**config.mk**
```make
export PLATFORM = sky130hd
export DESIGN_NAME = sw_debounce_flat
export DESIGN_NICKNAME = d
export VERILOG_FILES = /design/src/rtl/sw_debounce_pkg.sv /design/src/rtl/sw_debounce_if.sv /design/src/rtl/sw_debounce_bit.sv /design/src/rtl/sw_debounce.sv /design/src/flat_wrapper.sv
export SDC_FILE = /design/constraint.sdc
export NUM_CORES = 1
export LEC_CHECK = 0
export BUFFER_PORTS_ARGS = -buffer_cell sky130_fd_sc_hd__buf_2
export CAP_MARGIN = 20
export CELL_PAD_IN_SITES_DETAIL_PLACEMENT = 1
export CELL_PAD_IN_SITES_GLOBAL_PLACEMENT = 2
export CORE_UTILIZATION = 40
export DETAILED_ROUTE_END_ITERATION = 16
export PLACE_DENSITY_LB_ADDON = 0.1
export SLEW_MARGIN = 20
export SYNTH_ARGS = -nofsm -noshare
export SYNTH_HDL_FRONTEND = slang
export SYNTH_SLANG_ARGS = --single-unit
```
**constraint.sdc**
```tcl
create_clock -name i_clk -period 3.2 [get_ports i_clk]
set_input_delay 0.48 -clock i_clk [delete_from_list [all_inputs] [get_ports i_clk]]
set_output_delay 0.48 -clock i_clk [all_outputs]
set_load 0.1 [all_outputs]
```
**src/rtl/sw_debounce_pkg.sv**
```systemverilog
// Shared helpers for the switch debouncer: counter sizing used by the top
// level to dimension every per-bit stability counter.
package sw_debounce_pkg;

  function automatic int cnt_width(input int cycles);
    return $clog2(cycles + 1);
  endfunction

endpackage

```
**src/rtl/sw_debounce_if.sv**
```systemverilog
// Switch bus between the raw board switches and the downstream mask logic.
// The slave side is the debouncer; the master side is whoever drives i_sw.
interface sw_debounce_if #(
  parameter int WIDTH = 4
);
  logic [WIDTH-1:0] i_sw;
  logic [WIDTH-1:0] o_sw;
  logic [WIDTH-1:0] o_changed;
  logic             o_busy;

  modport master (
    output i_sw,
    input  o_sw,
    input  o_changed,
    input  o_busy
  );

  modport slave (
    input  i_sw,
    output o_sw,
    output o_changed,
    output o_busy
  );
endinterface

```
**src/rtl/sw_debounce_bit.sv**
```systemverilog
// Single-bit debouncer: two-flop synchroniser, stability counter, and
// registered output/change flops.
module sw_debounce_bit #(
  parameter int DEBOUNCE_CYCLES = 4,
  parameter int CW              = 3
) (
  input  logic i_clk,
  input  logic i_reset,
  input  logic i_sw,
  output logic o_sw,
  output logic o_changed,
  output logic o_busy
);

  localparam logic [CW-1:0] LAST = CW'(DEBOUNCE_CYCLES - 1);

  logic          s1_q, s1_d;
  logic          s2_q, s2_d;
  logic [CW-1:0] cnt_q, cnt_d;
  logic          sw_q, sw_d;
  logic          changed_q, changed_d;

  // Any agreement between the synchronised input and the output restarts the interval.
  always_comb begin
    s1_d      = i_sw;
    s2_d      = s1_q;
    cnt_d     = '0;
    sw_d      = sw_q;
    changed_d = 1'b0;
    if (s2_q != sw_q) begin
      if (cnt_q == LAST) begin
        sw_d      = s2_q;
        changed_d = 1'b1;
      end else begin
        cnt_d = cnt_q + CW'(1);
      end
    end
  end

  always_ff @(posedge i_clk) begin
    if (i_reset) begin
      s1_q      <= 1'b0;
      s2_q      <= 1'b0;
      cnt_q     <= '0;
      sw_q      <= 1'b0;
      changed_q <= 1'b0;
    end else begin
      s1_q      <= s1_d;
      s2_q      <= s2_d;
      cnt_q     <= cnt_d;
      sw_q      <= sw_d;
      changed_q <= changed_d;
    end
  end

  assign o_sw      = sw_q;
  assign o_changed = changed_q;
  assign o_busy    = (cnt_q != '0);

endmodule

```
**src/rtl/sw_debounce.sv**
```systemverilog
// Parallel switch debouncer feeding the LED mask bus: WIDTH independent
// per-bit debouncers plus a combined busy flag.
module sw_debounce
  import sw_debounce_pkg::*;
#(
  parameter int WIDTH           = 4,
  parameter int DEBOUNCE_CYCLES = 100000
) (
  input  logic           i_clk,
  input  logic           i_reset,
  sw_debounce_if.slave   bus
);

  localparam int CW = cnt_width(DEBOUNCE_CYCLES);

  logic [WIDTH-1:0] sw_vec;
  logic [WIDTH-1:0] changed_vec;
  logic [WIDTH-1:0] busy_vec;

  for (genvar i = 0; i < WIDTH; i++) begin : g_bit
    sw_debounce_bit #(
      .DEBOUNCE_CYCLES (DEBOUNCE_CYCLES),
      .CW              (CW)
    ) u_bit (
      .i_clk     (i_clk),
      .i_reset   (i_reset),
      .i_sw      (bus.i_sw[i]),
      .o_sw      (sw_vec[i]),
      .o_changed (changed_vec[i]),
      .o_busy    (busy_vec[i])
    );
  end

  assign bus.o_sw      = sw_vec;
  assign bus.o_changed = changed_vec;
  assign bus.o_busy    = |busy_vec;

endmodule

```
**src/flat_wrapper.sv**
```systemverilog
// flat-port wrapper written by rule: the top's interface ports become plain ports
module sw_debounce_flat import sw_debounce_pkg::*;
#(
  parameter int WIDTH           = 4,
  parameter int DEBOUNCE_CYCLES = 100000
)
  (i_clk, i_reset, bus_i_sw, bus_o_sw, bus_o_changed, bus_o_busy);
  sw_debounce_if #(.WIDTH(WIDTH)) bus_i ();
  input  logic i_clk;
  input  logic i_reset;
  input wire logic [$bits(bus_i.i_sw)-1:0] bus_i_sw;
  output wire logic [$bits(bus_i.o_sw)-1:0] bus_o_sw;
  output wire logic [$bits(bus_i.o_changed)-1:0] bus_o_changed;
  output wire logic [$bits(bus_i.o_busy)-1:0] bus_o_busy;
  assign bus_i.i_sw = bus_i_sw;
  assign bus_o_sw = bus_i.o_sw;
  assign bus_o_changed = bus_i.o_changed;
  assign bus_o_busy = bus_i.o_busy;
  sw_debounce #(.WIDTH(WIDTH), .DEBOUNCE_CYCLES(DEBOUNCE_CYCLES)) u_core (.i_clk(i_clk), .i_reset(i_reset), .bus(bus_i));
endmodule
```
After elaboration in Yosys (flattened, before gate mapping)
Cells that the tools add are included.
{ "classes": {"n_addsub": 4, "n_reduce_logical": 17, "muxes": 4, "n_bitwise": 4, "n_eq_ne": 8} }
{ "op_table": {"columns": ["op", "count"], "rows": [
  ["adder 17 x 1 -> 17 bit (second input constant)", 4],
  ["equality test 17 bit (second input constant)", 4],
  ["nonzero test 17 bit", 4],
  ["OR reduction 3 bit", 4],
  ["AND reduction 2 bit", 4],
  ["OR reduction 2 bit", 4],
  ["two-way mux 1 bit", 4],
  ["!= test 1 bit", 4],
  ["inverter 1 bit", 4],
  ["OR reduction 4 bit", 1]
]} }
{ "totals": {"register_bits": 84} }

Longest topological paths before layout
Gate-level depths: netlist (run 1).
{ "logic_depth": {"ltp_word": 3, "depth_mapped": 6, "ltp_nobuf": 6} }

Hierarchy
Synthesis (run 1) repeated with hierarchy kept, for this count alone.
{ "hier_totals": {"cells_unflattened": 425, "hier_area_um2": 3871.2} }
{ "modules_own_cells": {"columns": ["mod", "area_each_um2", "instances", "seq_area_each_um2", "cells_per_inst"], "rows": [
  ["sw_debounce_bit", 965.9, 4, 420.4, 106],
  ["sw_debounce", 7.5, 1, 0.0, 1]
]} }

Worst setup path after synthesis (run 1)
Ideal clock, no wire load.
{ "synth_path": {"path_type": "reg2out", "from": "register u_core.g_bit[3].u_bit.cnt_q[8]", "to": "output port bus_o_busy", "t_arrival_ns": 1.876, "setup_slack_ns": 0.844, "path_stages_with_launch": 4, "path_buffers": 0, "path_cell_list": "dfxtp_1 > or4_4 > nor4_1 > nand3_1"} }
{ "synth_between": {"elab_chain_len": 2} }
{ "synth_rtl": {"columns": ["item", "line_no", "source"], "rows": [
  ["from (decl)", "sw_debounce_bit.sv:19", "logic [CW-1:0] cnt_q, cnt_d;"],
  ["from (signal assigned)", "sw_debounce_bit.sv:50", "cnt_q <= cnt_d;"],
  ["nonzero test 17 bit", "sw_debounce_bit.sv:58", "assign o_busy = (cnt_q != '0);"],
  ["OR reduction 4 bit", "sw_debounce.sv:36", "assign bus.o_busy = |busy_vec;"],
  ["to (decl)", "flat_wrapper.sv:14", "output wire logic [$bits(bus_i.o_busy)-1:0] bus_o_busy;"]
]} }
Every way passes these cells.

Worst setup path in the final report (run 1)
{ "layout_path": {"from": "register u_core.g_bit[2].u_bit.cnt_q[0]", "to": "output port bus_o_busy"} }
{ "layout_between": {"elab_chain_len": 2} }
{ "layout_rtl": {"columns": ["item", "line_no"], "rows": [
  ["from (decl)", "sw_debounce_bit.sv:19"],
  ["from (signal assigned)", "sw_debounce_bit.sv:50"],
  ["nonzero test 17 bit", "sw_debounce_bit.sv:58"],
  ["OR reduction 4 bit", "sw_debounce.sv:36"]
]} }
Every way passes these cells.

==> summary.json, run 1 <==
{
  "gpl.final_weighted_congestion": {"value": 0.7721},
  "std_cell_rows": {"value": 35},
  "powerDensity": {"value": 470.1, "unit": "mW/mm^2"},
  "synth-seq-cells": {"value": 84},
  "count_of_boundary_i_o_pins": {"value": 15},
  "numCtsBuffers": {"value": 9},
  "number_of_warning_messages_in_the_yosys_log": {"value": 0},
  "synth_top_area_share": {"value": 43.26, "unit": "%"},
  "synth.yosys.seq_area_share": {"value": 43.26, "unit": "%"},
  "area.growth.synth_to_final": {"value": 8.626, "unit": "%"},
  "critical_path.reg2reg.startpoint": {"value": "u_core.g_bit[2].u_bit.cnt_q[0]"},
  "detail_route.iter0.violations": {"value": 67},
  "global_route.overflow_total": {"value": 0},
  "rrSetupSlack": {"value": 1.06, "unit": "ns"},
  "postSynthAreaPerCell": {"value": 8.601, "unit": "sq um"},
  "fmaxAchievable": {"value": 372.6, "unit": "MHz"},
  "cp-start-kind": {"value": "flip-flop"},
  "die_y": {"value": 100.6, "unit": "um"},
  "synth-async-reset-ratio": {"value": 0, "unit": "%"},
  "core_area": {"value": 0.009328, "unit": "sq mm"},
  "grt_usage": {"value": 20.60, "unit": "%"},
  "final-max-slew-violation-count": {"value": 0},
  "met3_usage": {"value": 6.796, "unit": "%"},
  "setup_viol": {"value": 0},
  "finalPower": {"value": 1.985, "unit": "mW"},
  "dr_total_vias": {"value": 3094},
  "post-route-period-util": {"value": 83.87, "unit": "%"},
  "cts_tree": {"value": "done"},
  "synth_largest_area_cell": {"value": "sky130_fd_sc_hd__dfxtp_1"},
  "vias_in_the_first_global_route": {"value": 3136},
  "port-buffer-count": {"value": 14},
  "dr.pass1.iters": {"value": 4},
  "cts.clk_slew.worst_paths": {"value": 0.08, "unit": "ns"},
  "remaining_drc_errors": {"value": 0},
  "finalHoldViolations": {"value": 0},
  "ff2ff_path_depth": {"value": 5},
  "grt_max_degree": {"value": 21},
  "layout.cell_area.non_filler": {"value": 0.004223, "unit": "sq mm"},
  "grt_use_met2": {"value": 33.25, "unit": "%"},
  "yosys.cell_types.count": {"value": 36},
  "worstSetupStartpoint": {"value": "u_core.g_bit[2].u_bit.cnt_q[0]"},
  "die-width": {"value": 100.6, "unit": "um"},
  "required": {"value": 2.72, "unit": "ns"},
  "tns_setup": {"value": 0, "unit": "ns"},
  "pre_cts_ws": {"value": 0.8227, "unit": "ns"},
  "crit_end": {"value": "bus_o_busy"},
  "worstPathArrival": {"value": 2.20, "unit": "ns"},
  "grt_antenna_before_repair": {"value": 0},
  "setup_ws": {"value": 0.5162, "unit": "ns"},
  "place.detailed.hpwl": {"value": 6563, "unit": "um"},
  "synth.net_count": {"value": 466},
  "mostFrequentLayoutCell": {"value": "sky130_fd_sc_hd__dfxtp_1"},
  "totalWireLength": {"value": 9209, "unit": "um"},
  "synth_top_flop_cell": {"value": "sky130_fd_sc_hd__dfxtp_1"},
  "r2r-end": {"value": "u_core.g_bit[2].u_bit.cnt_q[14]"},
  "antenna-diode-count": {"value": 0},
  "fin_nets": {"value": 467},
  "avgViaCountPerCell": {"value": 5.271},
  "worst_hold_path_type": {"value": "in2reg"},
  "cts-htree-levels": {"value": 3},
  "worst_clock_skew": {"value": 0.006318, "unit": "ns"},
  "cts_resized": {"value": 0},
  "synthCells": {"value": 452},
  "power.static_leakage": {"value": 1.301, "unit": "nW"},
  "slew_worst_pin": {"value": 0.7186, "unit": "ns"},
  "synth_enable_flop_cells": {"value": 0},
  "finalNonFillerCells": {"value": 587},
  "commonest_non_fill_non_tap_cells_in_the_layout": {"value": "sky130_fd_sc_hd__dfxtp_1 (84), sky130_fd_sc_hd__nor2_1 (74), sky130_fd_sc_hd__xnor2_1 (45)"},
  "busiest_layer": {"value": "met2"},
  "routed_wire_length_per_instance": {"value": 15.69, "unit": "um"},
  "rsz_0062_raised_after_global_routing": {"value": "no"},
  "grt_pass1_wl": {"value": 15930, "unit": "um"},
  "max_cap_viol_count": {"value": 0},
  "holdBufCountCts": {"value": 0},
  "drive_above_1_share": {"value": 8.515, "unit": "%"},
  "post-route-min-period": {"value": 2.684, "unit": "ns"},
  "setup.worst_path.end_class": {"value": "output pin"},
  "postCtsSetupBuffers": {"value": 0},
  "mapped_area": {"value": 0.003887, "unit": "sq mm"},
  "ys_top_cells_by_area": {"value": "sky130_fd_sc_hd__dfxtp_1 (43%), sky130_fd_sc_hd__xnor2_1 (10%), sky130_fd_sc_hd__nor2_1 (7.1%)"},
  "timing.critical_path.fanout_max": {"value": 4},
  "initial_utilization": {"value": 41.68, "unit": "%"},
  "worstSkewPairLatency": {"value": 0.37, "unit": "ns"},
  "clockBufferDepth": {"value": 2},
  "power.ir.vdd_worst": {"value": 0.0002829, "unit": "V"},
  "max_slew_margin": {"value": 52.09, "unit": "%"},
  "place_inst": {"value": 571},
  "path_class": {"value": "reg2out"},
  "die-area": {"value": 0.01012, "unit": "sq mm"},
  "cts_root_buffer": {"value": "sky130_fd_sc_hd__clkbuf_8"},
  "globalRouteMet1Util": {"value": 26.09, "unit": "%"},
  "post_dp_cell_area": {"value": 0.003986, "unit": "sq mm"},
  "numClockSinks": {"value": 84},
  "final_antenna_net_count": {"value": 0},
  "result_of_the_run": {"value": "finished, final reports clean"}
}
-- worst max-delay path: stages, from the launching register on --
cell	delay (ns)
sky130_fd_sc_hd__dfxtp_1	0.35
sky130_fd_sc_hd__inv_1	0.07
sky130_fd_sc_hd__ha_1	0.13
sky130_fd_sc_hd__nor4b_1	0.30
sky130_fd_sc_hd__nand3_1	0.12
sky130_fd_sc_hd__nor4_1	0.41
sky130_fd_sc_hd__nand3_1	0.15
sky130_fd_sc_hd__buf_2	0.31
-- registers in the layout (all words and copies together), names as in the netlist --
register,flops
u_core.g_bit.u_bit.cnt_q,68
u_core.g_bit.u_bit.o_changed,4
u_core.g_bit.u_bit.o_sw,4
u_core.g_bit.u_bit.s1_q,4
u_core.g_bit.u_bit.s2_q,4
-- power by group --
group / leakage, nW / total (mW) / internal (mW) / switching [mW]
Clock: 0.116 / 0.891 / 0.504 / 0.386
Combinational: 0.507 / 0.0402 / 0.0121 / 0.0281
Sequential: 0.678 / 1.05 / 1.05 / 0.00402
-- cell usage after synthesis (2+ instances only) --
cell,n
sky130_fd_sc_hd__xnor2_1,45
sky130_fd_sc_hd__or4_1,3
sky130_fd_sc_hd__nand3_1,31
sky130_fd_sc_hd__a21oi_1,5
sky130_fd_sc_hd__clkbuf_1,9
sky130_fd_sc_hd__inv_1,21
sky130_fd_sc_hd__buf_4,8
sky130_fd_sc_hd__or3_1,5
sky130_fd_sc_hd__o21ai_0,6
sky130_fd_sc_hd__and3_1,5
sky130_fd_sc_hd__nand2_1,16
sky130_fd_sc_hd__buf_2,6
sky130_fd_sc_hd__nor2_1,74
sky130_fd_sc_hd__o21ai_2,3
sky130_fd_sc_hd__nor2b_1,11
sky130_fd_sc_hd__dfxtp_1,84
sky130_fd_sc_hd__nor4b_1,2
sky130_fd_sc_hd__nor4_1,29
sky130_fd_sc_hd__ha_1,8
sky130_fd_sc_hd__or4_4,2
sky130_fd_sc_hd__and4_1,5
sky130_fd_sc_hd__xor2_1,16
sky130_fd_sc_hd__nor3_1,17
sky130_fd_sc_hd__nand2b_1,3
sky130_fd_sc_hd__nand4_1,27
-- worst min path at each step --
| stage | startpoint | endpoint | slack, ns | cells after the start |
|---|---|---|---|---|
| final | bus_i_sw[1] | u_core.g_bit[1].u_bit.s1_q | 0.32 | 2 |
| after global routing | bus_i_sw[1] | u_core.g_bit[1].u_bit.s1_q | 0.29 | 2 |
| after CTS | bus_i_sw[1] | u_core.g_bit[1].u_bit.s1_q | 0.29 | 2 |
| after detailed placement | u_core.g_bit[3].u_bit.s1_q | u_core.g_bit[3].u_bit.s2_q | 0.45 | 1 |
| after global placement | u_core.g_bit[3].u_bit.s1_q | u_core.g_bit[3].u_bit.s2_q | 0.43 | 1 |
| after floorplan | u_core.g_bit[0].u_bit.s1_q | u_core.g_bit[0].u_bit.s2_q | 0.41 | 1 |
-- logic make-up after synthesis --
group	share of synthesized area, %
AO/OA/AOI/OAI	2.865
XOR/XNOR	13.74
adder cells (fa/ha/maj)	2.575
buffers and inverters	5.632
flip-flops	43.26
AND/OR/NAND/NOR	31.93
-- cell type report --
type | instances | area (sq um)
Multi-Input combinational cell | 322 | 1987
Inverter | 21 | 78.83
Clock inverter | 3 | 67.56
Tap cell | 129 | 161.4
Sequential cell | 84 | 1682
Fill cell | 1118 | 5105
Clock buffer | 13 | 168.9
Timing Repair Buffer | 15 | 77.57
-- per-layer routing --
metal | vias to the layer above | routed length [um]
met5 | - | 0
met2 | 40 | 4322
met3 | 10 | 346
met4 | 0 | 119
met1 | 1493 | 4419
li1 | 1551 | -
-- per-stage QoR --
| step | hold slack (ns) | util, % |
|---|---|---|
| floorplan | 0.4138 | - |
| global placement | 0.4251 | 42.74 |
| detailed placement | 0.4484 | 42.74 |
| CTS | 0.2897 | 45.27 |
| global route | 0.2894 | 45.27 |
| finish | 0.3218 | 45.27 |
(Power assumes the default switching activity.)
==> inputs of run 2 (changes only) <==
--- a/config.mk
+++ b/config.mk
@@ -5,11 +5,12 @@
 export SDC_FILE = /design/constraint.sdc
 export NUM_CORES = 1
 export LEC_CHECK = 0
+export ABC_AREA = 1
 export BUFFER_PORTS_ARGS = -buffer_cell sky130_fd_sc_hd__buf_2
 export CAP_MARGIN = 20
 export CELL_PAD_IN_SITES_DETAIL_PLACEMENT = 1
 export CELL_PAD_IN_SITES_GLOBAL_PLACEMENT = 2
-export CORE_UTILIZATION = 40
+export CORE_UTILIZATION = 32
 export DETAILED_ROUTE_END_ITERATION = 16
 export PLACE_DENSITY_LB_ADDON = 0.1
 export SLEW_MARGIN = 20
==> constraint.sdc (replaced) <==
create_clock -name i_clk -period 2.4 [get_ports i_clk]
set_input_delay 0.36 -clock i_clk [delete_from_list [all_inputs] [get_ports i_clk]]
set_output_delay 0.36 -clock i_clk [all_outputs]
set_load 0.1 [all_outputs]
==> run 2 against run 1 <==
Global-route usage shrank 3.4 points. Critical path type unchanged. Combinational power rose by 46%. Die area increased by 36%. First-iteration DRC count is 43% higher. Synthesized cell count up 39%. Clock power is 68% higher. Sequential share of layout area is 4.5 points lower. Critical path depth rose by 1.
==> summary.json, run 2 <==
{
  "synth_most_common_cell": {"value": "sky130_fd_sc_hd__nor2_1"},
  "dr.pass1.iters": {"value": 4},
  "pre_cts_ws": {"value": 0.6591, "unit": "ns"},
  "final-max-slew-violation-count": {"value": 0},
  "worst_clock_skew": {"value": 0.006101, "unit": "ns"},
  "num-fill-cells": {"value": 1652},
  "gpl.final_weighted_congestion": {"value": 0.8018},
  "cts_root_buffer": {"value": "sky130_fd_sc_hd__clkbuf_16"},
  "cts_tree": {"value": "done"},
  "numClockSinks": {"value": 84},
  "path_class": {"value": "reg2out"},
  "final_antenna_net_count": {"value": 0},
  "numCtsBuffers": {"value": 9},
  "die_y": {"value": 117.4, "unit": "um"},
  "commonest_non_fill_non_tap_cells_in_the_layout": {"value": "sky130_fd_sc_hd__nor2_1 (153), sky130_fd_sc_hd__nand2_1 (138), sky130_fd_sc_hd__dfxtp_1 (84)"},
  "synth-async-reset-ratio": {"value": 0, "unit": "%"},
  "finalNonFillerCells": {"value": 817},
  "drive_above_1_share": {"value": 7.907, "unit": "%"},
  "die-area": {"value": 0.01377, "unit": "sq mm"},
  "yosys.cell_types.count": {"value": 25},
  "crit_path_top_delay_cell": {"value": "sky130_fd_sc_hd__buf_2"},
  "synth_enable_flop_cells": {"value": 0},
  "count_of_boundary_i_o_pins": {"value": 15},
  "port-buffer-count": {"value": 14},
  "synth.net_count": {"value": 641},
  "mostFrequentLayoutCell": {"value": "sky130_fd_sc_hd__nor2_1"},
  "rsz_0062_raised_after_global_routing": {"value": "no"},
  "synth_top_flop_cell": {"value": "sky130_fd_sc_hd__dfxtp_1"},
  "rrSetupSlack": {"value": 0.82, "unit": "ns"},
  "synth.yosys.seq_area_share": {"value": 39.48, "unit": "%"},
  "power.static_leakage": {"value": 1.654, "unit": "nW"},
  "avgViaCountPerCell": {"value": 4.565},
  "worstSkewPairLatency": {"value": 0.34, "unit": "ns"},
  "detail_route.iter0.violations": {"value": 96},
  "post-route-min-period": {"value": 2.073, "unit": "ns"},
  "post-route-period-util": {"value": 86.38, "unit": "%"},
  "postLayoutCoreUtil": {"value": 37.28, "unit": "%"},
  "finalHoldViolations": {"value": 0},
  "synth-seq-cells": {"value": 84},
  "vias_in_the_first_global_route": {"value": 3858},
  "slew_worst_pin": {"value": 0.4725, "unit": "ns"},
  "power.ir.vdd_worst": {"value": 0.0003317, "unit": "V"},
  "cts-htree-levels": {"value": 3},
  "worstPathArrival": {"value": 1.71, "unit": "ns"},
  "crit_path_max_incr_delay": {"value": 0.43, "unit": "ns"},
  "synthCells": {"value": 627},
  "tns_setup": {"value": 0, "unit": "ns"},
  "setup_ws": {"value": 0.3268, "unit": "ns"},
  "largest_register_by_flop_count": {"value": "u_core.g_bit.u_bit.cnt_q"},
  "cts.clk_slew.worst_paths": {"value": 0.06, "unit": "ns"},
  "critical_path.reg2reg.startpoint": {"value": "u_core.g_bit[1].u_bit.cnt_q[0]"},
  "place.detailed.hpwl": {"value": 8439, "unit": "um"},
  "worstSetupStartpoint": {"value": "u_core.g_bit[2].u_bit.cnt_q[0]"},
  "postSynthAreaPerCell": {"value": 6.793, "unit": "sq um"},
  "synth.top_cells.by_count": {"value": "sky130_fd_sc_hd__nor2_1 (153), sky130_fd_sc_hd__nand2_1 (138), sky130_fd_sc_hd__dfxtp_1 (84)"},
  "setup.worst_path.end_class": {"value": "output pin"},
  "largest_register_ffs": {"value": 68},
  "global_route.overflow_total": {"value": 0},
  "postCtsSetupBuffers": {"value": 0},
  "antenna-diode-count": {"value": 0},
  "cts_resized": {"value": 0},
  "ys_top_cells_by_area": {"value": "sky130_fd_sc_hd__dfxtp_1 (39%), sky130_fd_sc_hd__nor2_1 (13%), sky130_fd_sc_hd__nand2_1 (12%)"},
  "grt_usage": {"value": 17.18, "unit": "%"},
  "grt_pass1_wl": {"value": 18640, "unit": "um"},
  "result_of_the_run": {"value": "finished, final reports clean"},
  "die-width": {"value": 117.4, "unit": "um"},
  "r2r-end": {"value": "u_core.g_bit[1].u_bit.cnt_q[14]"},
  "worst_hold_path_type": {"value": "in2reg"},
  "required": {"value": 2.04, "unit": "ns"},
  "fin_nets": {"value": 654},
  "max_cap_viol_count": {"value": 0},
  "synth_top_area_share": {"value": 39.48, "unit": "%"},
  "max_slew_margin": {"value": 68.26, "unit": "%"},
  "grt_antenna_before_repair": {"value": 0},
  "grt_max_degree": {"value": 18},
  "powerDensity": {"value": 623.6, "unit": "mW/mm^2"},
  "area.growth.synth_to_final": {"value": 11.81, "unit": "%"},
  "core_area": {"value": 0.01277, "unit": "sq mm"},
  "routed_wire_length_per_instance": {"value": 13.26, "unit": "um"},
  "initial_utilization": {"value": 33.34, "unit": "%"},
  "holdBufCountCts": {"value": 0},
  "synth_largest_area_cell": {"value": "sky130_fd_sc_hd__dfxtp_1"},
  "timing.critical_path.fanout_max": {"value": 4},
  "ff2ff_path_depth": {"value": 10},
  "number_of_warning_messages_in_the_yosys_log": {"value": 0},
  "crit_path_cell_trace": {"value": "inv_1 > ha_1 > nand4_1 > nor2_1 > nand2_1 > nor2_1 > nand2_1 > buf_2"},
  "std_cell_rows": {"value": 41},
  "cp-start-kind": {"value": "flip-flop"},
  "crit_end": {"value": "bus_o_busy"},
  "fmaxAchievable": {"value": 482.3, "unit": "MHz"},
  "place_inst": {"value": 801},
  "mapped_area": {"value": 0.004259, "unit": "sq mm"},
  "clockBufferDepth": {"value": 2},
  "totalWireLength": {"value": 10830, "unit": "um"},
  "remaining_drc_errors": {"value": 0},
  "setup_viol": {"value": 0},
  "dr_total_vias": {"value": 3730}
}
run 2: cell types whose count changed after synthesis, sizes merged, moves of 24 or more:
| cell | before | now |
|---|---|---|
| a21oi | 5 | 29 |
| inv | 21 | 75 |
| nand2 | 16 | 145 |
| nor2 | 74 | 160 |
| nor4 | 30 | 0 |
| xnor2 | 45 | 12 |
run 2: kinds of logic (layout without fill, tap and decap cells):
kind of cell               Yosys count  after routing  share of synthesized area [%]
and+or+nand+nor                    373            373                          37.43
buffers and inverters               88            106                          9.166
DFF                                 84             84                          39.48
AOI/OAI and AO/OA                   42             42                          4.994
xor gates and xnor gates            32             32                          6.581
adders and majority gates            8              8                          2.350
run 2: final cells by class:
cell class / instances / area [sq um] / area share, %
clock inverters: 4 / 72.57 / 1.524
well taps: 172 / 215.2 / 4.519
repair buffers: 15 / 77.57 / 1.629
clock buffers: 12 / 246.5 / 5.176
flip-flops and latches: 84 / 1682 / 35.31
multi-input cells: 455 / 2187 / 45.93
inverters: 75 / 281.5 / 5.912
run 2: stage by stage:
stage	hold WS, ns	power, mW	cell area [sq um]
after CTS	0.1969	3.029	4762
after global placement	0.3965	1.499	4443
after global routing	0.2068	3.084	4762
after detailed placement	0.4022	1.500	4443
final	0.2127	2.970	4762
after floorplan	0.3883	1.482	4259
run 2: power breakdown:
group | internal, mW | total [mW] | switching [mW]
combinational | 0.0161 | 0.0588 | 0.0427
clock | 0.939 | 1.50 | 0.564
sequential | 1.40 | 1.41 | 0.00504
run 2: worst min-delay path by stage:
stage | startpoint | depth (start not counted) | slack [ns] | to
floorplan | u_core.g_bit[0].u_bit.s1_q | 2 | 0.39 | u_core.g_bit[0].u_bit.s2_q
global placement | u_core.g_bit[3].u_bit.s1_q | 2 | 0.40 | u_core.g_bit[3].u_bit.s2_q
detailed placement | u_core.g_bit[3].u_bit.s1_q | 2 | 0.40 | u_core.g_bit[3].u_bit.s2_q
CTS | bus_i_sw[2] | 3 | 0.20 | u_core.g_bit[2].u_bit.s1_q
global route | bus_i_sw[2] | 3 | 0.21 | u_core.g_bit[2].u_bit.s1_q
finish | bus_i_sw[2] | 3 | 0.21 | u_core.g_bit[2].u_bit.s1_q
run 2: metal layers:
metal  GRT usage (%)  routed length (um)  vias up  share of wire (%)
met4           5.601                 161        0                1.5
met5               0                   0        -                  0
met2           27.96                5085       24                 47
li1                -                   -     1967                  -
met1           21.93                5322     1726                 49
met3           4.572                 261       13                2.4
run 2: worst max-delay path: cells and delay by family, from the launching register on:
family	cells	cell delay [ns]
flops	1	0.39
buf+inv	2	0.49
fa+ha+maj	1	0.19
simple gates	5	0.30
==> inputs of run 3 (changes only) <==
--- a/config.mk
+++ b/config.mk
@@ -5,12 +5,11 @@
 export SDC_FILE = /design/constraint.sdc
 export NUM_CORES = 1
 export LEC_CHECK = 0
-export ABC_AREA = 1
 export BUFFER_PORTS_ARGS = -buffer_cell sky130_fd_sc_hd__buf_2
 export CAP_MARGIN = 20
 export CELL_PAD_IN_SITES_DETAIL_PLACEMENT = 1
 export CELL_PAD_IN_SITES_GLOBAL_PLACEMENT = 2
-export CORE_UTILIZATION = 32
+export CORE_UTILIZATION = 34
 export DETAILED_ROUTE_END_ITERATION = 16
 export PLACE_DENSITY_LB_ADDON = 0.1
 export SLEW_MARGIN = 20
==> run 3 against run 2 <==
Global-route usage is 0.87 points higher. Critical path depth decreased by 4. Worst setup slack worse by 0.23 ns. Cell count is 26% lower. Sequential share of layout area grew 3.0 points. Hold slack improved by 0.017 ns. Maximum frequency is 9.8% lower. Die area decreased by 14%. Largest cell class unchanged. Largest power group is now registers.
==> summary.json, run 3 (synthesis gave the netlist of run 1 again) <==
{
  "result_of_the_run": {"value": "finished, final reports clean"},
  "largest_register_by_flop_count": {"value": "u_core.g_bit.u_bit.cnt_q"},
  "die-width": {"value": 108.9, "unit": "um"},
  "numCtsBuffers": {"value": 9},
  "power.ir.vdd_worst": {"value": 0.0003081, "unit": "V"},
  "grt_usage": {"value": 18.05, "unit": "%"},
  "fin_nets": {"value": 476},
  "grt_pass1_wl": {"value": 16400, "unit": "um"},
  "commonest_non_fill_non_tap_cells_in_the_layout": {"value": "sky130_fd_sc_hd__dfxtp_1 (84), sky130_fd_sc_hd__nor2_1 (74), sky130_fd_sc_hd__xnor2_1 (45)"},
  "die-area": {"value": 0.01187, "unit": "sq mm"},
  "finalHoldViolations": {"value": 0},
  "numClockSinks": {"value": 84},
  "vias_in_the_first_global_route": {"value": 3197},
  "post-route-period-util": {"value": 95.78, "unit": "%"},
  "final_antenna_net_count": {"value": 0},
  "worstSkewPairLatency": {"value": 0.34, "unit": "ns"},
  "gpl.final_weighted_congestion": {"value": 0.7456},
  "place.detailed.hpwl": {"value": 6961, "unit": "um"},
  "max_cap_viol_count": {"value": 0},
  "antenna-diode-count": {"value": 0},
  "timing.critical_path.fanout_max": {"value": 5},
  "clockBufferDepth": {"value": 2},
  "setup.worst_path.end_class": {"value": "output pin"},
  "std_cell_rows": {"value": 38},
  "cp-start-kind": {"value": "flip-flop"},
  "drive_above_1_share": {"value": 10.49, "unit": "%"},
  "power.static_leakage": {"value": 1.389, "unit": "nW"},
  "cts_root_buffer": {"value": "sky130_fd_sc_hd__clkbuf_16"},
  "mostFrequentLayoutCell": {"value": "sky130_fd_sc_hd__dfxtp_1"},
  "layout.cell_area.non_filler": {"value": 0.004387, "unit": "sq mm"},
  "max_slew_margin": {"value": 61.76, "unit": "%"},
  "core_area": {"value": 0.01098, "unit": "sq mm"},
  "remaining_drc_errors": {"value": 0},
  "cts.clk_slew.worst_paths": {"value": 0.06, "unit": "ns"},
  "powerDensity": {"value": 638.2, "unit": "mW/mm^2"},
  "pre_cts_ws": {"value": 0.1454, "unit": "ns"},
  "area.growth.synth_to_final": {"value": 12.84, "unit": "%"},
  "totalWireLength": {"value": 9552, "unit": "um"},
  "rrSetupSlack": {"value": 0.38, "unit": "ns"},
  "final-max-slew-violation-count": {"value": 0},
  "dr_total_vias": {"value": 3134},
  "count_of_boundary_i_o_pins": {"value": 15},
  "die_y": {"value": 108.9, "unit": "um"},
  "post-route-min-period": {"value": 2.299, "unit": "ns"},
  "largest_register_ffs": {"value": 68},
  "cts_tree": {"value": "done"},
  "setup_viol": {"value": 0},
  "tns_setup": {"value": 0, "unit": "ns"},
  "postCtsSetupBuffers": {"value": 0},
  "global_route.overflow_total": {"value": 0},
  "required": {"value": 2.04, "unit": "ns"},
  "routed_wire_length_per_instance": {"value": 15.74, "unit": "um"},
  "worst_hold_path_type": {"value": "in2reg"},
  "setup_ws": {"value": 0.1012, "unit": "ns"},
  "detail_route.iter0.violations": {"value": 92},
  "dr.pass1.iters": {"value": 4},
  "cts-htree-levels": {"value": 3},
  "post_dp_cell_area": {"value": 0.004068, "unit": "sq mm"},
  "grt_max_degree": {"value": 21},
  "path_class": {"value": "reg2out"},
  "worst_hold_slack": {"value": 0.2293, "unit": "ns"},
  "avgViaCountPerCell": {"value": 5.163},
  "worst_clock_skew": {"value": 0.005641, "unit": "ns"},
  "port-buffer-count": {"value": 14},
  "holdBufCountCts": {"value": 0},
  "grt_antenna_before_repair": {"value": 0},
  "fmaxAchievable": {"value": 435.0, "unit": "MHz"},
  "slew_worst_pin": {"value": 0.5683, "unit": "ns"},
  "initial_utilization": {"value": 35.40, "unit": "%"},
  "worstPathArrival": {"value": 1.94, "unit": "ns"}
}
run 3: critical path, cell delays in order (launching register included):
cell                      delay, ns
sky130_fd_sc_hd__dfxtp_1       0.35
sky130_fd_sc_hd__or4_4         0.59
sky130_fd_sc_hd__nor4_4        0.35
sky130_fd_sc_hd__nand3_2       0.13
sky130_fd_sc_hd__buf_8         0.19
run 3: final timing paths:
path | end | from | cells after the start
setup / recovery | bus_o_busy | u_core.g_bit[3].u_bit.cnt_q[8] | 4
hold / removal | u_core.g_bit[0].u_bit.s1_q | bus_i_sw[0] | 2
setup reg to reg | u_core.g_bit[2].u_bit.cnt_q[1] | u_core.g_bit[2].u_bit.cnt_q[0] | 5
hold reg to reg | u_core.g_bit[1].u_bit.s2_q | u_core.g_bit[1].u_bit.s1_q | 1
run 3: power by group:
part | total [mW] | switching [mW] | internal, mW
clock network | 1.33 | 0.544 | 0.786
registers | 1.41 | 0.00556 | 1.40
logic | 0.0609 | 0.0394 | 0.0214
total | 2.80 | 0.589 | 2.21
run 3: what timing repair did:
item | CTS | global route
resized for setup | 3 | 4
setup endpoints to repair | 1 | 1
pin swaps | 0 | 2
endpoints found under the hold margin | 0 | 0
run 3: layout make-up:
class	instances	area, sq um
clock buffer	15	277.8
clock inverter	1	5.005
fill	1296	6596
inverter	21	78.83
multi-input combinational	322	2013
sequential	84	1682
tap	140	175.2
timing repair buffer	24	155.1
run 3: metal layers:
metal | up-vias | track usage [%] | part of all wire (%)
met2 | 22 | 29.11 | 46
met4 | 0 | 6.660 | 1.5
li1 | 1578 | - | -
met5 | - | 0 | 0
met3 | 14 | 3.048 | 1.9
met1 | 1520 | 24.08 | 50
run 3: through the flow:
step / cells / utilization (%) / total power, mW
after floorplan: 452 / - / 1.478
after global placement: 591 / 37.04 / 1.495
after detailed placement: 591 / 37.04 / 1.496
after CTS: 607 / 39.75 / 2.848
after global routing: 607 / 39.94 / 2.914
final: 607 / 39.94 / 2.800
